==> src/rtl/ram_pkg.sv <==
// Shared definitions for the single-port byte-enable RAM with clear engine:
// state encoding and the address-width helper.
package ram_pkg;

    localparam logic ST_IDLE  = 1'b0;
    localparam logic ST_CLEAR = 1'b1;

    // Ceiling log2, never below 1 so a one-word RAM still has an address bit.
    function automatic int clog2(input int n);
        int r;
        r = 0;
        for (int i = 0; i < 31; i++) begin
            if ((1 << i) < n) r = i + 1;
        end
        return (r < 1) ? 1 : r;
    endfunction

endpackage

==> src/rtl/ram_clear_ctrl.sv <==
// Clear engine: walks the array one word per cycle writing zeros, after reset
// (when INIT_CLEAR) or on a clr pulse while idle.
module ram_clear_ctrl
    import ram_pkg::*;
#(
    parameter int  DEPTH      = 8,
    parameter bit  INIT_CLEAR = 1'b1,
    localparam int AW         = clog2(DEPTH)
) (
    input  logic          clk,
    input  logic          rst_n,
    input  logic          clr,
    output logic          busy,
    output logic          clr_we,
    output logic [AW-1:0] clr_addr
);

    localparam logic [AW-1:0] LAST = AW'(DEPTH - 1);

    logic          state;
    logic [AW-1:0] cnt;

    // Reset mid-clear lands here too, so the walk restarts from word 0.
    always_ff @(posedge clk) begin
        if (!rst_n) begin
            cnt   <= '0;
            state <= INIT_CLEAR ? ST_CLEAR : ST_IDLE;
            busy  <= INIT_CLEAR;
        end else if (state == ST_IDLE) begin
            if (clr) begin
                state <= ST_CLEAR;
                busy  <= 1'b1;
                cnt   <= '0;
            end
        end else begin
            if (cnt == LAST) begin
                state <= ST_IDLE;
                busy  <= 1'b0;
                cnt   <= '0;
            end else begin
                cnt <= cnt + 1'b1;
            end
        end
    end

    assign clr_we   = (state == ST_CLEAR);
    assign clr_addr = cnt;

endmodule

==> src/rtl/ram_sp_be_clr.sv <==
// Single-port synchronous RAM with byte enables, registered read-first output
// and a hardware clear engine that owns the write port while busy.
module ram_sp_be_clr
    import ram_pkg::*;
#(
    parameter int  DW         = 8,
    parameter int  DEPTH      = 8,
    parameter bit  INIT_CLEAR = 1'b1,
    localparam int AW         = clog2(DEPTH)
) (
    input  logic             clk,
    input  logic             rst_n,
    input  logic             wr,
    input  logic             rd,
    input  logic [AW-1:0]    add,
    input  logic [DW-1:0]    data_in,
    input  logic [DW/8-1:0]  be,
    input  logic             clr,
    output logic [DW-1:0]    data_out,
    output logic             rd_valid,
    output logic             busy
);

    localparam int NB = DW / 8;

    logic          clr_we;
    logic [AW-1:0] clr_addr;
    logic          acc_en;
    logic          add_ok;

    logic          we;
    logic [AW-1:0] waddr;
    logic [DW-1:0] wdata;
    logic [NB-1:0] wbe;

    logic [DW-1:0] mem [DEPTH];

    ram_clear_ctrl #(
        .DEPTH      (DEPTH),
        .INIT_CLEAR (INIT_CLEAR)
    ) u_clr (
        .clk      (clk),
        .rst_n    (rst_n),
        .clr      (clr),
        .busy     (busy),
        .clr_we   (clr_we),
        .clr_addr (clr_addr)
    );

    // A clr pulse takes priority over any access presented the same cycle.
    assign acc_en = !busy && !clr;
    assign add_ok = ({1'b0, add} < (AW + 1)'(DEPTH));

    always_comb begin
        we    = 1'b0;
        waddr = add;
        wdata = data_in;
        wbe   = be;
        if (clr_we) begin
            we    = 1'b1;
            waddr = clr_addr;
            wdata = '0;
            wbe   = '1;
        end else begin
            we = wr && acc_en && add_ok;
        end
    end

    always_ff @(posedge clk) begin
        if (rst_n && we) begin
            for (int i = 0; i < NB; i++) begin
                if (wbe[i]) mem[waddr][8*i +: 8] <= wdata[8*i +: 8];
            end
        end
    end

    // Read-first: sees the word as it was before a same-edge write.
    always_ff @(posedge clk) begin
        if (!rst_n) begin
            data_out <= '0;
            rd_valid <= 1'b0;
        end else begin
            rd_valid <= rd && acc_en;
            if (rd && acc_en) data_out <= add_ok ? mem[add] : '0;
        end
    end

endmodule

==> config.mk <==
export PLATFORM = sky130hd
export DESIGN_NAME = ram_sp_be_clr
export DESIGN_NICKNAME = d
export VERILOG_FILES = /design/src/rtl/ram_pkg.sv /design/src/rtl/ram_clear_ctrl.sv /design/src/rtl/ram_sp_be_clr.sv
export SDC_FILE = /design/constraint.sdc
export NUM_CORES = 1
export LEC_CHECK = 0
export ABC_AREA = 1
export CAP_MARGIN = 20
export CELL_PAD_IN_SITES_DETAIL_PLACEMENT = 0
export CELL_PAD_IN_SITES_GLOBAL_PLACEMENT = 1
export CORE_AREA = 5 5 99 101
export DETAILED_ROUTE_END_ITERATION = 8
export DIE_AREA = 0 0 104 106
export PLACE_DENSITY_LB_ADDON = 0.1
export SKIP_CTS_REPAIR_TIMING = 1
export SYNTH_ARGS = -nofsm -noshare
export SYNTH_HDL_FRONTEND = slang
export SYNTH_HIERARCHICAL = 1
export SYNTH_SLANG_ARGS = --single-unit
==> constraint.sdc <==
create_clock -name clk -period 1.65 [get_ports clk]
set_input_delay 0.165 -clock clk [delete_from_list [all_inputs] [get_ports clk]]
set_output_delay 0.165 -clock clk [all_outputs]
set_load 0.005 [all_outputs]
==> results of run 1 <==
[Yosys cell counts]
master	instances
nor2_2	1
ha_1	3
a21oi_2	1
clkinv_1	1
o21ai_1	2
a21oi_1	11
inv_2	1
nand2_2	1
nand2_1	102
nand3_1	51
edfxtp_1	64
or2_0	2
o21ai_0	2
inv_1	65
or2_2	1
dfxtp_1	14
nor2_1	20
buf_2	5
buf_6	5
buf_4	2
inv_4	1
clkinv_2	1
[registers in the layout, indices dropped and copies added (netlist names)]
signal          flops
data_out            8
mem                64
rd_valid            1
u_clr/busy          1
u_clr/clr_addr      3
u_clr/clr_we        1
[cells by family (layout without fill, tap and decap cells)]
kind of cell               after synthesis  in the layout  share of synthesized area (%)
AOI/OAI and AO/OA                       16             16                           2.45
DFF                                     78             78                           64.3
adders and majority gates                3              3                           1.10
and+or+nand+nor                        178            178                           21.7
buffers and inverters                   81            149                           10.5
[tightest hold or removal path: cells and delay by family, from the launching register on]
kind	cells	cell delay [ns]
compound gates	1	0.06
flops	1	0.31
simple gates	1	0.06
[cell type report]
| cell class | instances | area, um^2 |
|---|---|---|
| well taps | 111 | 139 |
| repair buffers | 64 | 582 |
| flip-flops and latches | 78 | 2200 |
| clock buffers | 12 | 145 |
| clock inverters | 4 | 48.8 |
| fillers | 859 | 4660 |
| inverters | 69 | 263 |
| multi-input cells | 197 | 897 |
[power groups by stage]
stage	sequential, mW	combinational (mW)	clock (mW)
2_1_floorplan	2.21	0.191	0
3_3_place_gp	2.22	0.338	0
3_5_place_dp	2.22	0.337	0
4_1_cts	2.17	0.338	1.46
5_1_grt	2.18	0.381	1.54
6_report	2.17	0.341	1.42
[final timing paths]
kind / endpoint / cells after the start / slack, ns
setup / recovery: mem[5][7]$_DFFE_PP_ / 7 / 0.08
hold / removal: data_out[7]$_SDFFE_PN0P_ / 2 / 0.47
setup reg to reg: mem[5][7]$_DFFE_PP_ / 7 / 0.08
hold reg to reg: data_out[7]$_SDFFE_PN0P_ / 2 / 0.47
[routing by layer]
metal	track usage, %	wire [um]	up-vias
li1	-	-	1259
met1	19.7	3670	1183
met2	25.7	4060	41
met3	3.58	220	19
met4	6.20	243	0
met5	0	0	-
[metrics by stage]
| step | worst slack (ns) | cell area, um^2 | power (mW) | hold slack (ns) |
|---|---|---|---|---|
| 5_1_grt | -0.00736 | 4280 | 4.09 | 0.491 |
| 3_3_place_gp | -0.244 | 4050 | 2.55 | 0.459 |
| 6_report | 0.0791 | 4280 | 3.93 | 0.472 |
| 2_1_floorplan | -0.103 | 3440 | 2.40 | 0.276 |
| 3_5_place_dp | -0.264 | 4050 | 2.55 | 0.465 |
| 4_1_cts | -0.0918 | 4240 | 3.97 | 0.476 |
==> impl_results.md, run 1 <==
- Status: completed
- Area contributors post-synth: edfxtp_1 (56%), nand2_1 (11%), dfxtp_1 (8.2%), nand3_1 (7.4%), inv_1 (7.1%)
- Leak pwr: 1.89 nW
- HP Class: reg2reg
- Area grow syn2layout: 24.8%
- Fin crit share: between 90% and 100%
- Commonest non-fill, non-tap cell in the layout: nand2_1
- Critical path endpoint category: register
- Yosys top cell by area: edfxtp_1
- Post-detail-place hpwl: 5970 um
- Fin util: 47.9%
- Reg clk slew, reported paths: 0.08 ns
- TNS Setup: 0 ns
- Crit path cell chain: inv_2, or2_1, o21ai_0, buf_4, nand2_1, nor2_2, buf_4
- Worst path max stage delay: 0.34 ns
- GPL Wtd Cong: 0.863
- Core Area: 8930 um^2
- Initial antenna violation count: 0
- Die area: 11000 um^2
- Final hold vios: 0
- Max IR drop VDD: roughly 0.4 mV
- Worst endpoint required time: 1.71 ns
- CTS buffer count: 9
- Number of global-route vias before repair: between 2k and 3k
- Critical path's most frequent cell: buf_4
- Synth Register Bits: a little under 80
- Initial DRC count: 94
- CP startpoint: u_clr/clr_we$_SDFF_PN1_
- Max-Cap Viols: 0
- Comb power frac: slightly below 9%
- Most frequent cells in the layout: nand2_1 (99), inv_1 (64), edfxtp_1 (64)
- DR pass1 iterations: 4
- Worst EP arrival: 1.63 ns
- Final setup viols: 0
- Total number of vias: between 2k and 3k
- Sequential power share: 55.2%
- Synth Net Count: 376
- Clock buffer depth: 2
- Initial Util: 38.4%
- Ant. Diodes: 0
- Synth unique cells: 22
- FP Rows: 35
- CP Max Fanout: 4
- Clk_skew: 0.0154 ns
- Antenna Violating Nets Remaining: 0
- Routed wire length: just over 8000 um
- Placed Cells: 519
- Wire per inst: 15.3 um
- Critical-path top delay cell: dfxtp_1
- Die H: about 110 um
- Root buffer cell: clkbuf_8
- Pwr Density: 919 nW/um^2
- CP startpoint kind: register
- Die width: 104 um
- Worst Tran Pin Value: 0.288 ns
- Min-delay src: data_out[7]$_SDFFE_PN0P_
- Syn Inst Count: 356
- Largest net degree at the start of global routing: 18
- CTS Sinks: 78
- H-Tree Depth: 3
- Clk network pwr share: roughly 36%
- CTS tree: built
- CP bufs+invs: 3
- DRC: 0
- Yosys warns: 6
- Final Non-Filler Cells: roughly 540
- Share of post-route cells with drive strength above 1: 16.5%
- Mean post-synth cell area: 9.63 um^2
- CP Class: reg2reg
- Clock latency on the worst-skew pair: between 0.3 and 0.4 ns
- NetSw: 0.886 mW
- Final Critical Period: about 1.6 ns
- Vias per cell: roughly 4.7
- Relative slew margins: 80.7%
- Total GRT Usage: 15.5%
- I/O Buffers: 26
- Achievable frequency: 637 MHz
- Fin nets: 439
- Fin. max-slew vios: 0
- RR Startpoint: u_clr/clr_we$_SDFF_PN1_
- Power Internal: between 3 and 4 mW
- Io pins: 27
- Crit-path leading delay family: simple AND/OR/NAND/NOR gates
- Sequential share of the synthesized area: 64.3%
- Sw frac: 22.6%
- GR Overflow Total: 0
- Area of the mapped netlist: 3430 um^2
- Global-route wire length before repair: 13100 um
- Post-synth top area share: 56.1%
Note: power is estimated with default switching activity, not from simulation.
==> run 2: changes to the inputs <==
Settings changed: REMOVE_ABC_BUFFERS set to 1.
==> run 2 against run 1 <==
Against the previous run:
- first-iteration DRC count rose by 37%
- power up 7.0%
- via count down 1.1%
- die area unchanged
- utilization is 0.21 points higher
- design area rose by 0.44%
- non-clock buffer count up 3
- register-to-register slack hardly changed
- largest cell class unchanged
- largest power group unchanged
==> impl_results.md, run 2 (synthesis results as in run 1) <==
- Status: completed (unchanged)
- Clk_skew: 0.0143 ns (was 0.0154 ns)
- Leak pwr: 1.92 nW (was 1.89 nW)
- Initial DRC count: 129 (was 94)
- CP Max Fanout: 5 (was 4)
- CTS tree: built (unchanged)
- Initial Util: 38.4% (unchanged)
- Reg clk slew, reported paths: 0.08 ns (about the same)
- Clock latency on the worst-skew pair: 0.36 ns (was 0.34 ns)
- NetSw: 0.905 mW (was 0.886 mW)
- Crit path cell chain: inv_1, or2_2, o21ai_1, nand2_1, nor2_2, buf_4 (was inv_2, or2_1, o21ai_0, buf_4, nand2_1, nor2_2, buf_4)
- Global-route wire length before repair: 12400 um (was 13100 um)
- Clk network pwr share: 40.7% (was 36.1%)
- CP startpoint kind: register (unchanged)
- Placed Cells: 522 (was 519)
- Ant. Diodes: 0 (unchanged)
- CP Class: reg2reg (unchanged)
- Sw frac: 21.5% (was 22.6%)
- Vias per cell: 4.60 (was 4.68)
- GR Overflow Total: 0 (unchanged)
- Post-detail-place hpwl: 5950 um (was 5970 um)
- Final setup viols: 0 (unchanged)
- Worst endpoint required time: 1.71 ns (about the same)
- Max-Cap Viols: 0 (unchanged)
- Root buffer cell: clkbuf_8 (unchanged)
- Final hold vios: 0 (unchanged)
- Number of global-route vias before repair: 2339 (was 2503)
- Worst EP arrival: 1.64 ns (was 1.63 ns)
- Io pins: 27 (unchanged)
- Commonest non-fill, non-tap cell in the layout: nand2_1 (unchanged)
- Area grow syn2layout: 25.3% (was 24.8%)
- Fin nets: 442 (was 439)
- Routed wire length: 8050 um (was 8200 um)
- Final WS setup: 0.0759 ns (was 0.0791 ns)
- Fillers: 893 (was 859)
- Critical path endpoint category: register (unchanged)
- Critical-path top delay cell: dfxtp_1 (unchanged)
- DR pass1 iterations: 5 (was 4)
- Fin. max-slew vios: 0 (unchanged)
- Largest net degree at the start of global routing: 18 (unchanged)
- Worst path max stage delay: 0.33 ns (was 0.34 ns)
- Initial antenna violation count: 0 (unchanged)
- Worst hold margin: 0.466 ns (was 0.472 ns)
- Sequential power share: 51.7% (was 55.2%)
- RSZ-0062 raised after global routing: true
- Comb power frac: 7.6% (was 8.7%)
- Placed inst area: 4050 um^2 (unchanged)
- Relative slew margins: 80.9% (was 80.7%)
- Max IR drop VDD: 0.409 mV (was 0.406 mV)
- Register area: 2200 um^2 (unchanged)
- GPL Wtd Cong: 0.861 (was 0.863)
- Core Area: 8930 um^2 (unchanged)
- Worst Tran Pin Value: 0.284 ns (was 0.288 ns)
- Fin crit share: 95.4% (was 95.2%)
- DRC: 0 (unchanged)
- Die area: 11000 um^2 (unchanged)
- Area of the multi-input gates: 872 um^2 (was 897 um^2)
- Total number of vias: 2474 (was 2502)
- Power Internal: 3.30 mW (was 3.04 mW)
- Share of post-route cells with drive strength above 1: 15.2% (was 16.5%)
- Fin util: 48.1% (was 47.9%)
- Die width: 104 um (unchanged)
- Antenna Violating Nets Remaining: 0 (unchanged)
- Pwr Density: 979 nW/um^2 (was 919 nW/um^2)
- Wire per inst: 15.0 um (was 15.3 um)
- CTS buffer count: 9 (unchanged)
- Post-Place Setup Slack: -0.279 ns (was -0.264 ns)
- Clock buffer depth: 2 (unchanged)
- Final Non-Filler Cells: 538 (was 535)
- Most flop-heavy register: mem (unchanged)
- Achievable frequency: 635 MHz (was 637 MHz)
- FP Rows: 35 (unchanged)
- Total GRT Usage: 15.0% (was 15.5%)
- Die H: 106 um (unchanged)
- I/O Buffers: 26 (unchanged)
- Final Critical Period: 1.57 ns (about the same)
- Fin area: 4300 um^2 (was 4280 um^2)
- HP Class: reg2reg (unchanged)
- Final Power: 4.21 mW (was 3.93 mW)
- TNS Setup: 0 ns (unchanged)
- Most frequent cells in the layout: nand2_1 (102), inv_1 (65), edfxtp_1 (64) (was nand2_1 (99), inv_1 (64), edfxtp_1 (64))
- CTS Sinks: 78 (unchanged)
- H-Tree Depth: 3 (unchanged)
- Max reg flops: 64 (unchanged)
[run 2: changes by cell type in the layout (fill, tap and decap cells not counted), moves of 2 or more]
cell       delta
buf_4         +7
nor2_1        +5
nor2_2        -4
nand2_1       +3
bufinv_16     +2
nand2_2       -3
buf_6         -3
[run 2: worst paths after layout]
kind	cells past startpoint	from	slack, ns	end
setup / recovery	6	u_clr/clr_we$_SDFF_PN1_	0.08	mem[6][6]$_DFFE_PP_
hold reg to reg	2	data_out[7]$_SDFFE_PN0P_	0.47	data_out[7]$_SDFFE_PN0P_
hold / removal	2	data_out[7]$_SDFFE_PN0P_	0.47	data_out[7]$_SDFFE_PN0P_
setup reg to reg	6	u_clr/clr_we$_SDFF_PN1_	0.08	mem[6][6]$_DFFE_PP_
[run 2: final cells by class]
| cell class | instances | area share [%] |
|---|---|---|
| Clock inverter | 6 | 2.59 |
| Tap cell | 111 | 3.23 |
| Inverter | 69 | 6.12 |
| Clock buffer | 10 | 2.97 |
| Sequential cell | 78 | 51.3 |
| Multi-Input combinational cell | 197 | 20.3 |
| Timing Repair Buffer | 67 | 13.5 |
[run 2: layer usage]
| metal | wire (um) | track usage, % | vias to the layer above |
|---|---|---|---|
| li1 | - | - | 1263 |
| met1 | 3710 | 19.6 | 1136 |
| met2 | 3810 | 24.1 | 63 |
| met3 | 329 | 2.79 | 12 |
| met4 | 199 | 7.31 | 0 |
| met5 | 0 | 0 | - |
[run 2: power groups by stage]
stage	combinational (mW)	sequential [mW]	clock, mW
finish	0.321	2.17	1.71
global route	0.358	2.18	1.83
CTS	0.324	2.17	1.75
detailed placement	0.321	2.22	0
global placement	0.324	2.22	0
floorplan	0.151	2.21	0
[run 2: critical path: cells and delay by family, from the launching register on]
kind | cells | cell delay (ns)
AOI/OAI and AO/OA | 1 | 0.12
buffers and inverters | 2 | 0.24
DFF | 1 | 0.33
and+or+nand+nor | 3 | 0.60
